## config.mk

```make
export PLATFORM = sky130hd
export DESIGN_NAME = debug_mem_sequencer
export DESIGN_NICKNAME = d
export VERILOG_FILES = /design/src/rtl/debug_mem_sequencer.sv
export SDC_FILE = /design/constraint.sdc
export NUM_CORES = 1
export LEC_CHECK = 0
export CORE_ASPECT_RATIO = 0.7
export CORE_MARGIN = 3
export CORE_UTILIZATION = 30
export DETAILED_ROUTE_END_ITERATION = 7
export GPL_TIMING_DRIVEN = 0
export SYNTH_ARGS = -nofsm -noshare
export SYNTH_HDL_FRONTEND = slang
export SYNTH_SLANG_ARGS = --single-unit
```

## constraint.sdc

```tcl
create_clock -name CPU_CLK -period 4.86 [get_ports CPU_CLK]
set_input_delay 1.215 -clock CPU_CLK [delete_from_list [all_inputs] [get_ports CPU_CLK]]
set_output_delay 1.215 -clock CPU_CLK [all_outputs]
set_load 0.005 [all_outputs]
```

## src/rtl/debug_mem_sequencer.sv

```systemverilog
// debug_mem_sequencer
// Loads DataRAM and InstRAM through their debug ports from an input stream.
// It then holds RV32Core in reset for a few cycles and lets it run for a fixed
// number of cycles. Finally it dumps both RAMs, word by word, onto an output stream.
module debug_mem_sequencer #(
  parameter int BRAMWORDS  = 4096,
  parameter int RST_CYCLES = 5,
  parameter int RUN_CYCLES = 200000,
  parameter int RD_LAT     = 2
) (
  input  logic        CPU_CLK,
  input  logic        CPU_RST_N,
  input  logic        start,

  input  logic        s_valid,
  output logic        s_ready,
  input  logic        s_last,
  input  logic [31:0] s_data,

  output logic        m_valid,
  input  logic        m_ready,
  output logic        m_last,
  output logic [31:0] m_data,

  output logic [31:0] CPU_Debug_DataRAM_A2,
  output logic [31:0] CPU_Debug_DataRAM_WD2,
  output logic [3:0]  CPU_Debug_DataRAM_WE2,
  input  logic [31:0] CPU_Debug_DataRAM_RD2,

  output logic [31:0] CPU_Debug_InstRAM_A2,
  output logic [31:0] CPU_Debug_InstRAM_WD2,
  output logic [3:0]  CPU_Debug_InstRAM_WE2,
  input  logic [31:0] CPU_Debug_InstRAM_RD2,

  output logic        CORE_RST,
  output logic        busy,
  output logic        done,
  output logic [2:0]  state
);

  // Word index needs one spare bit so BRAMWORDS itself is representable.
  localparam int KW = $clog2(BRAMWORDS) + 1;
  localparam int LW = $clog2(RD_LAT + 1) + 1;

  localparam logic [KW-1:0] K_LAST   = KW'(BRAMWORDS - 1);
  localparam logic [LW-1:0] LAT_LAST = LW'(RD_LAT);
  localparam logic [31:0]   RST_LAST = 32'(RST_CYCLES - 1);
  localparam logic [31:0]   RUN_LAST = 32'(RUN_CYCLES - 1);

  typedef enum logic [2:0] {
    IDLE   = 3'd0,
    LOAD_D = 3'd1,
    LOAD_I = 3'd2,
    CRST   = 3'd3,
    RUN    = 3'd4,
    DUMP_D = 3'd5,
    DUMP_I = 3'd6,
    DONE   = 3'd7
  } stateT;

  stateT         curState;
  stateT         nextState;

  logic [KW-1:0] wordIdx;
  logic [31:0]   cycleCnt;
  logic [LW-1:0] latCnt;
  logic          dumpValid;
  logic [31:0]   dumpData;

  logic          isLoad;
  logic          loadXfer;
  logic          loadEnd;
  logic          wordLast;
  logic          dumpXfer;
  logic [31:0]   wordAddr;
  logic [31:0]   readData;

  assign isLoad   = (curState == LOAD_D) || (curState == LOAD_I);
  assign loadXfer = isLoad && s_valid;
  assign wordLast = (wordIdx == K_LAST);
  assign loadEnd  = loadXfer && (s_last || wordLast);
  assign dumpXfer = dumpValid && m_ready;
  assign wordAddr = {{(30-KW){1'b0}}, wordIdx, 2'b00};
  assign readData = (curState == DUMP_I) ? CPU_Debug_InstRAM_RD2 : CPU_Debug_DataRAM_RD2;
  assign state    = curState;

  // State register; reset drops straight back to IDLE and abandons any sequence.
  always_ff @(posedge CPU_CLK or negedge CPU_RST_N) begin
    if (!CPU_RST_N) begin
      curState <= IDLE;
    end else begin
      curState <= nextState;
    end
  end

  // Next-state decision from the current phase and its completion condition.
  always_comb begin
    nextState = curState;
    case (curState)
      IDLE:    if (start) nextState = LOAD_D;
      LOAD_D:  if (loadEnd) nextState = LOAD_I;
      LOAD_I:  if (loadEnd) nextState = CRST;
      CRST:    if (cycleCnt == RST_LAST) nextState = RUN;
      RUN:     if (cycleCnt == RUN_LAST) nextState = DUMP_D;
      DUMP_D:  if (dumpXfer && wordLast) nextState = DUMP_I;
      DUMP_I:  if (dumpXfer && wordLast) nextState = DONE;
      DONE:    if (start) nextState = LOAD_D;
      default: nextState = IDLE;
    endcase
  end

  // Word index, cycle counters and the dump holding register.
  // The index returns to 0 at the end of each phase, so every phase starts at word 0.
  always_ff @(posedge CPU_CLK or negedge CPU_RST_N) begin
    if (!CPU_RST_N) begin
      wordIdx   <= '0;
      cycleCnt  <= '0;
      latCnt    <= '0;
      dumpValid <= 1'b0;
      dumpData  <= '0;
    end else begin
      case (curState)
        LOAD_D, LOAD_I: begin
          if (loadXfer) begin
            wordIdx <= loadEnd ? '0 : wordIdx + KW'(1);
          end
        end
        CRST: begin
          cycleCnt <= (cycleCnt == RST_LAST) ? '0 : cycleCnt + 32'd1;
        end
        RUN: begin
          cycleCnt <= (cycleCnt == RUN_LAST) ? '0 : cycleCnt + 32'd1;
        end
        DUMP_D, DUMP_I: begin
          if (!dumpValid) begin
            // The address has been stable for RD_LAT cycles once latCnt reaches RD_LAT.
            if (latCnt == LAT_LAST) begin
              dumpData  <= readData;
              dumpValid <= 1'b1;
              latCnt    <= '0;
            end else begin
              latCnt <= latCnt + LW'(1);
            end
          end else if (m_ready) begin
            dumpValid <= 1'b0;
            wordIdx   <= wordLast ? '0 : wordIdx + KW'(1);
          end
        end
        default: begin
          wordIdx   <= '0;
          cycleCnt  <= '0;
          latCnt    <= '0;
          dumpValid <= 1'b0;
        end
      endcase
    end
  end

  // Per-state outputs. A write strobe is raised only on an accepted load beat, and WD2 stays 0 otherwise.
  always_comb begin
    s_ready               = 1'b0;
    CORE_RST              = 1'b0;
    busy                  = 1'b1;
    done                  = 1'b0;
    m_valid               = dumpValid;
    m_data                = dumpData;
    m_last                = 1'b0;
    CPU_Debug_DataRAM_A2  = '0;
    CPU_Debug_DataRAM_WD2 = '0;
    CPU_Debug_DataRAM_WE2 = '0;
    CPU_Debug_InstRAM_A2  = '0;
    CPU_Debug_InstRAM_WD2 = '0;
    CPU_Debug_InstRAM_WE2 = '0;
    case (curState)
      IDLE: begin
        CORE_RST = 1'b1;
        busy     = 1'b0;
      end
      LOAD_D: begin
        s_ready              = 1'b1;
        CPU_Debug_DataRAM_A2 = wordAddr;
        if (s_valid) begin
          CPU_Debug_DataRAM_WE2 = 4'b1111;
          CPU_Debug_DataRAM_WD2 = s_data;
        end
      end
      LOAD_I: begin
        s_ready              = 1'b1;
        CPU_Debug_InstRAM_A2 = wordAddr;
        if (s_valid) begin
          CPU_Debug_InstRAM_WE2 = 4'b1111;
          CPU_Debug_InstRAM_WD2 = s_data;
        end
      end
      CRST: begin
        CORE_RST = 1'b1;
      end
      DUMP_D: begin
        CPU_Debug_DataRAM_A2 = wordAddr;
      end
      DUMP_I: begin
        CPU_Debug_InstRAM_A2 = wordAddr;
        m_last               = dumpValid && wordLast;
      end
      DONE: begin
        busy = 1'b0;
        done = 1'b1;
      end
      default: begin
        busy = 1'b1;
      end
    endcase
  end

endmodule

```

# --- Word level (Yosys, flattened, before mapping) ---
# Cells that the tools add are included.
totals:
  in_bits: 102
  regBits: 84
  output_inout_bits: 177
  elab_cells: 93
classes:
  n_mux: 38
  reduce_logical: 21
  bitwise: 3
  eq_ne: 22
  addsub: 3
ops:
  columns: ["op", "n"]
  rows:
  - ["two-way mux 32 bit", 6]
  - ["case mux 32 bit (3 select lines)", 1]
  - ["two-way mux 13 bit", 5]
  - ["case mux 13 bit (3 select lines)", 1]
  - ["adder 32 x 1 -> 32 bit (second input constant)", 1]
  - ["== test 32 x 18 -> 1 bit (second input constant)", 1]
  - ["== test 32 x 3 -> 1 bit (second input constant)", 1]
  - ["two-way mux 15 bit", 2]
  - ["two-way mux 3 bit", 9]
  - ["case mux 3 bit (7 select lines)", 1]
  - ["inequality test 2 bit (second input constant)", 8]
  - ["OR reduction 2 bit", 7]
  - ["adder 13 x 1 -> 13 bit (second input constant)", 1]
  - ["== test 13 x 12 -> 1 bit (second input constant)", 1]
  - ["== test 3 bit (second input constant)", 4]
  - ["two-way mux 4 bit", 3]
  - ["== test 3 x 2 -> 1 bit (second input constant)", 3]
  - ["two-way mux 1 bit", 8]
  - ["OR reduction 4 bit", 2]
  - ["AND reduction 7 bit", 1]
  - ["inequality test 2 x 1 -> 1 bit (second input constant)", 3]
  - ["case mux 3 bit (2 select lines)", 1]
  - ["logical AND 1 bit", 5]
  - ["AND reduction 4 bit", 1]
  - ["other kinds (8)", 11]

# --- Logic depth before layout (Yosys ltp) ---
depth:
  word_depth: 7
  depth_mapped: 10
  depth_no_buf: 8

# --- Least setup slack after synthesis ---
# No wires, ideal clock.
synth_timing:
  path_kind: "input to output"
  from: "in s_valid"
  to: "out CPU_Debug_DataRAM_WD2[22]"
  path_stages: 3
  arrival_ns: 1.886
  path_buffers: 1
  setup_slack_ns: 1.759
  required_ns: 3.645
  cell_sequence: "and3_1 -> clkbuf_1 -> and2_1"
synth_via:
  elab_chain_cells: 2
synth_lines:
  columns: ["item", "line_no", "rtl"]
  rows:
  - ["start: declaration", "15", "input logic s_valid,"]
  - ["two-way mux 32 bit", "182", "if (s_valid) begin"]
  - ["two-way mux 32 bit", "174", "case (curState)"]
  - ["end: declaration", "26", "output logic [31:0] CPU_Debug_DataRAM_WD2,"]
# No other way between the ends.

# --- Worst setup path in the final report ---
layout_timing:
  from: "in s_valid"
  to: "out CPU_Debug_InstRAM_WD2[30]"
layout_via:
  elab_chain_cells: 2
layout_lines:
  columns: ["item", "line_no", "rtl"]
  rows:
  - ["two-way mux 32 bit", "190", "if (s_valid) begin"]
  - ["two-way mux 32 bit", "174", null]
  - ["end: declaration", "31", "output logic [31:0] CPU_Debug_InstRAM_WD2,"]
# No other way between the ends.

==> summary.md <==
| Metric | Value |
|---|---|
| Syn avg cell area | 8.51 um2 |
| Share of power burned in registers | 43.3% |
| Die Ht | 119 um |
| Postcts setup bufs | 0 |
| First-pass GRT wire length | 29600 um |
| Worst EP arrival | 3.33 ns |
| Cts hold-fix bufs | 0 |
| Placed Instances | 1153 |
| Relative slew slack | 50.4% |
| CP Launch Type | input pin |
| Hold_sp | m_data[1]$_DFFE_PN0P_ |
| P_leak | 3.99 nW |
| Worst vdd rail ir drop | 158 uV |
| Via Count | 5395 |
| Bufs and invs on worst path | 3 |
| Final number of hold-violating endpoints | 0 |
| Clk pin slew, worst setup/hold paths | 0.07 ns |
| Pwr dens | 186 nW/um2 |
| CTS buffer count | 9 |
| Crit end category | output port |
| Critical path fanouts, max | 13 |
| Core area | 17500 um2 |
| Post-route minimum period | 4.55 ns |
| Overall Global Routing Usage | 18.4% |
| Post-Layout Cell Count | 1169 |
| Total gr overflow | 0 |
| Root buffer cell | clkbuf_16 |
| RSZ-0062 raised after global routing | false |
| CP delay by family, top | buffers and inverters |
| FF-to-FF Start | cycleCnt[18]$_DFFE_PN0N_ |
| Critical path class | in -> out |
| Layout cells sized above 1 | 8.42% |
| Sw Ratio | 21.6% |
| Tot Pwr | 1.62 mW |
| Reg2reg end | cycleCnt[15]$_DFFE_PN0N_ |
| H-Tree Depth | 3 |
| Die area | 20000 um2 |
| Min-delay worst type | reg -> reg |
| Net Sw Power | 349 uW |
| Diodes inserted | 0 |
| Hold depth | 2 |
| Fillers | 1700 |
| Yosys top cell area share | 38.4% |
| Top cells by area, synth | dfrtp_1 38%, and2_1 10%, o21ai_0 6.4% |
| Most frequent cells after synthesis | 91 x and2_1, 84 x dfrtp_1, 71 x nand2_1 |
| Avg Vias per Cell | 4.62 |
| Slew @ Worst Pin | 0.744 ns |
| CP max-delay cell | clkdlybuf4s50_1 |
| Pins Over Slew Limit | 0 |
| Mapped cell area | 5480 um2 |
| Initial antenna violation count | 0 |
| Nets@finish | 1038 |
| Area grow syn2layout | 58.2% |
| Cell accounting for the most synthesized area | dfrtp_1 |
| CTS tree | yes |
| Outcome | completed |
| Hold path endpoint | m_data[1]$_DFFE_PN0P_ |
| Area of placed instances | 8340 um2 |
| CP cell instances | clkdlybuf4s50_1 -> and3_1 -> clkbuf_1 -> and2_1 -> clkdlybuf4s50_1 |
| Synth unique cells | 57 |
| R2R Setup Slk | 2.34 ns |
| Reg2Reg Depth | 7 |
| Share of total power in the clock network | 47.9% |
| Post-Syn Instances | 644 |
| P_int | 1.27 mW |
| DP Wirelength | 15100 um |
| Clock skew | 0.00676 ns |
| Fmax achieved | 220 MHz |
| Post-synth EDFFs | 0 |
| Post-synthesis register bit count | 84 |
| Final setup fails | 0 |
| Post-CTS sizing | 0 |
| Die Wd | 168 um |
| Cell with the most instances after synthesis | and2_1 |
| Port bufs | 240 |
| Logic pwr share | 8.9% |
| Post-synthesis sequential area ratio | 38.4% |
| DR DRC count | 0 |
| Post-Route WL | 19000 um |
| Site Rows | 40 |
| CTS max path bufs | 2 |
| Synth warn | 0 |
| DR pass1 iterations | 5 |
| Insertion delay to the later sink of the worst-skew pair | 0.34 ns |
| CTS sink cnt | 84 |
| Vias in the first global route | 5141 |
| RD Place Congestion | 0.852 |
| Primary FF master, synth | dfrtp_1 |
| Initial core utilization | 31.3% |
| Maxcap violations | 0 |
| DRT iter0 DRCs | 359 |
| Worst Path Required | 3.64 ns |
| Largest net degree at the start of global routing | 49 |
| Final Instance Area | 8670 um2 |
| Top Ports | 279 |
| WL per Instance | 16.3 um |
| Crit share post-route | 93.6% |
| Async S/R FF share, synth | 100% |
| DRT antenna net count | 0 |
| Most frequent CP cell | clkdlybuf4s50_1 |
| Crit-path max cell delay | 0.56 ns |
-- metal layers --
layer  wire (um)  track usage, %  share of wire, %  vias up
met2        8380            27.5                44      182
li1            -               -                 -     2714
met4         131            2.71              0.69        0
met1        8980            27.0                47     2485
met3        1550            5.41               8.1       14
met5           0               0                 0        -
-- registers in the layout, summed over array words and instances, names as in the netlist --
signal / count
latCnt: 3
m_valid: 1
m_data: 32
state: 3
cycleCnt: 32
wordIdx: 13
-- area by class of cell --
type	instances	area [um2]	area share, %
clock buffer	10	239	2.76
clock inverter	6	95.1	1.10
tap	231	289	3.33
buffer	77	482	5.56
inverter	11	41.3	0.476
multi-input combinational	509	2990	34.5
timing repair buffer	241	2430	28.0
sequential	84	2100	24.2
-- kinds of logic (layout without fill, tap and decap cells) --
family	Yosys count	count (layout)	share of synthesized area, %
adders and majority gates	7	7	1.42
buffers and inverters	88	345	9.54
and+or+nand+nor	302	302	29.9
AOI/OAI and AO/OA	113	113	12.1
muxes	33	33	6.03
other	1	38	0.0684
xor gates and xnor gates	16	16	2.56
DFF	84	84	38.4
-- worst max-delay path by stage --
| stage | from | endpoint | cells past startpoint |
|---|---|---|---|
| 2_1_floorplan | s_valid | CPU_Debug_DataRAM_WD2[22] | 3 |
| 3_3_place_gp | CPU_RST_N | wordIdx[12]$_DFFE_PN0P_ | 1 |
| 3_5_place_dp | s_valid | CPU_Debug_InstRAM_WD2[30] | 5 |
| 4_1_cts | s_valid | CPU_Debug_InstRAM_WD2[30] | 5 |
| 5_1_grt | s_valid | CPU_Debug_InstRAM_WD2[30] | 5 |
| 6_report | s_valid | CPU_Debug_InstRAM_WD2[30] | 5 |
-- worst reg2reg max path, stage by stage (launching register included) --
cell	delay, ns
dfrtp_1	0.43
nor4_1	0.47
nand3_1	0.27
o311ai_4	0.40
nand2_1	0.20
nor2_2	0.32
buf_4	0.25
nor2_1	0.07
-- stage by stage --
stage                     hold slack, ns  TNS [ns]  setup slack [ns]  util (%)
after floorplan                    0.473         0              1.76         -
after global placement             0.459    -58.75            -0.706      47.4
after detailed placement           0.470         0             0.283      47.6
after CTS                          0.484         0             0.262      49.5
after global routing               0.517         0             0.156      49.5
final                              0.485         0             0.312      49.5
-- cell usage in the layout, fill, tap and decap left out, drive strengths merged, types with 2 or more instances in the layout --
cell type and instances:
mux2i 33, buf 56, and2 91, nor3b 3, clkdlybuf4s50 239, a21o 4
nand4b 2, a21oi 13, nor2 46, inv 12, nand2 71, a32o 3
clkinv 3, or3 4, nand3 16, a31oi 7, nor2b 2, and3 14
o21bai 2, maj3 4, nor4 11, nand4 14, xnor2 7, and4 2
clkbuf 33, nand3b 2, nor3 15, nand2b 3, ha 3, dfrtp 84
o32ai 2, o31ai 2, o21ai 70, xor2 9, bufinv 2, conb 38
or2 2, a22o 2, o211ai 3, nor4b 2
-- power groups by stage --
stage          registers [mW]  clock network [mW]  logic, mW
2_1_floorplan           0.712                   0     0.0369
3_3_place_gp            0.712                   0      0.140
3_5_place_dp            0.712                   0      0.143
4_1_cts                 0.699               0.790      0.144
5_1_grt                 0.698               0.827      0.156
6_report                0.699               0.774      0.143
No activity file was read; power rests on OpenSTA's default activity.
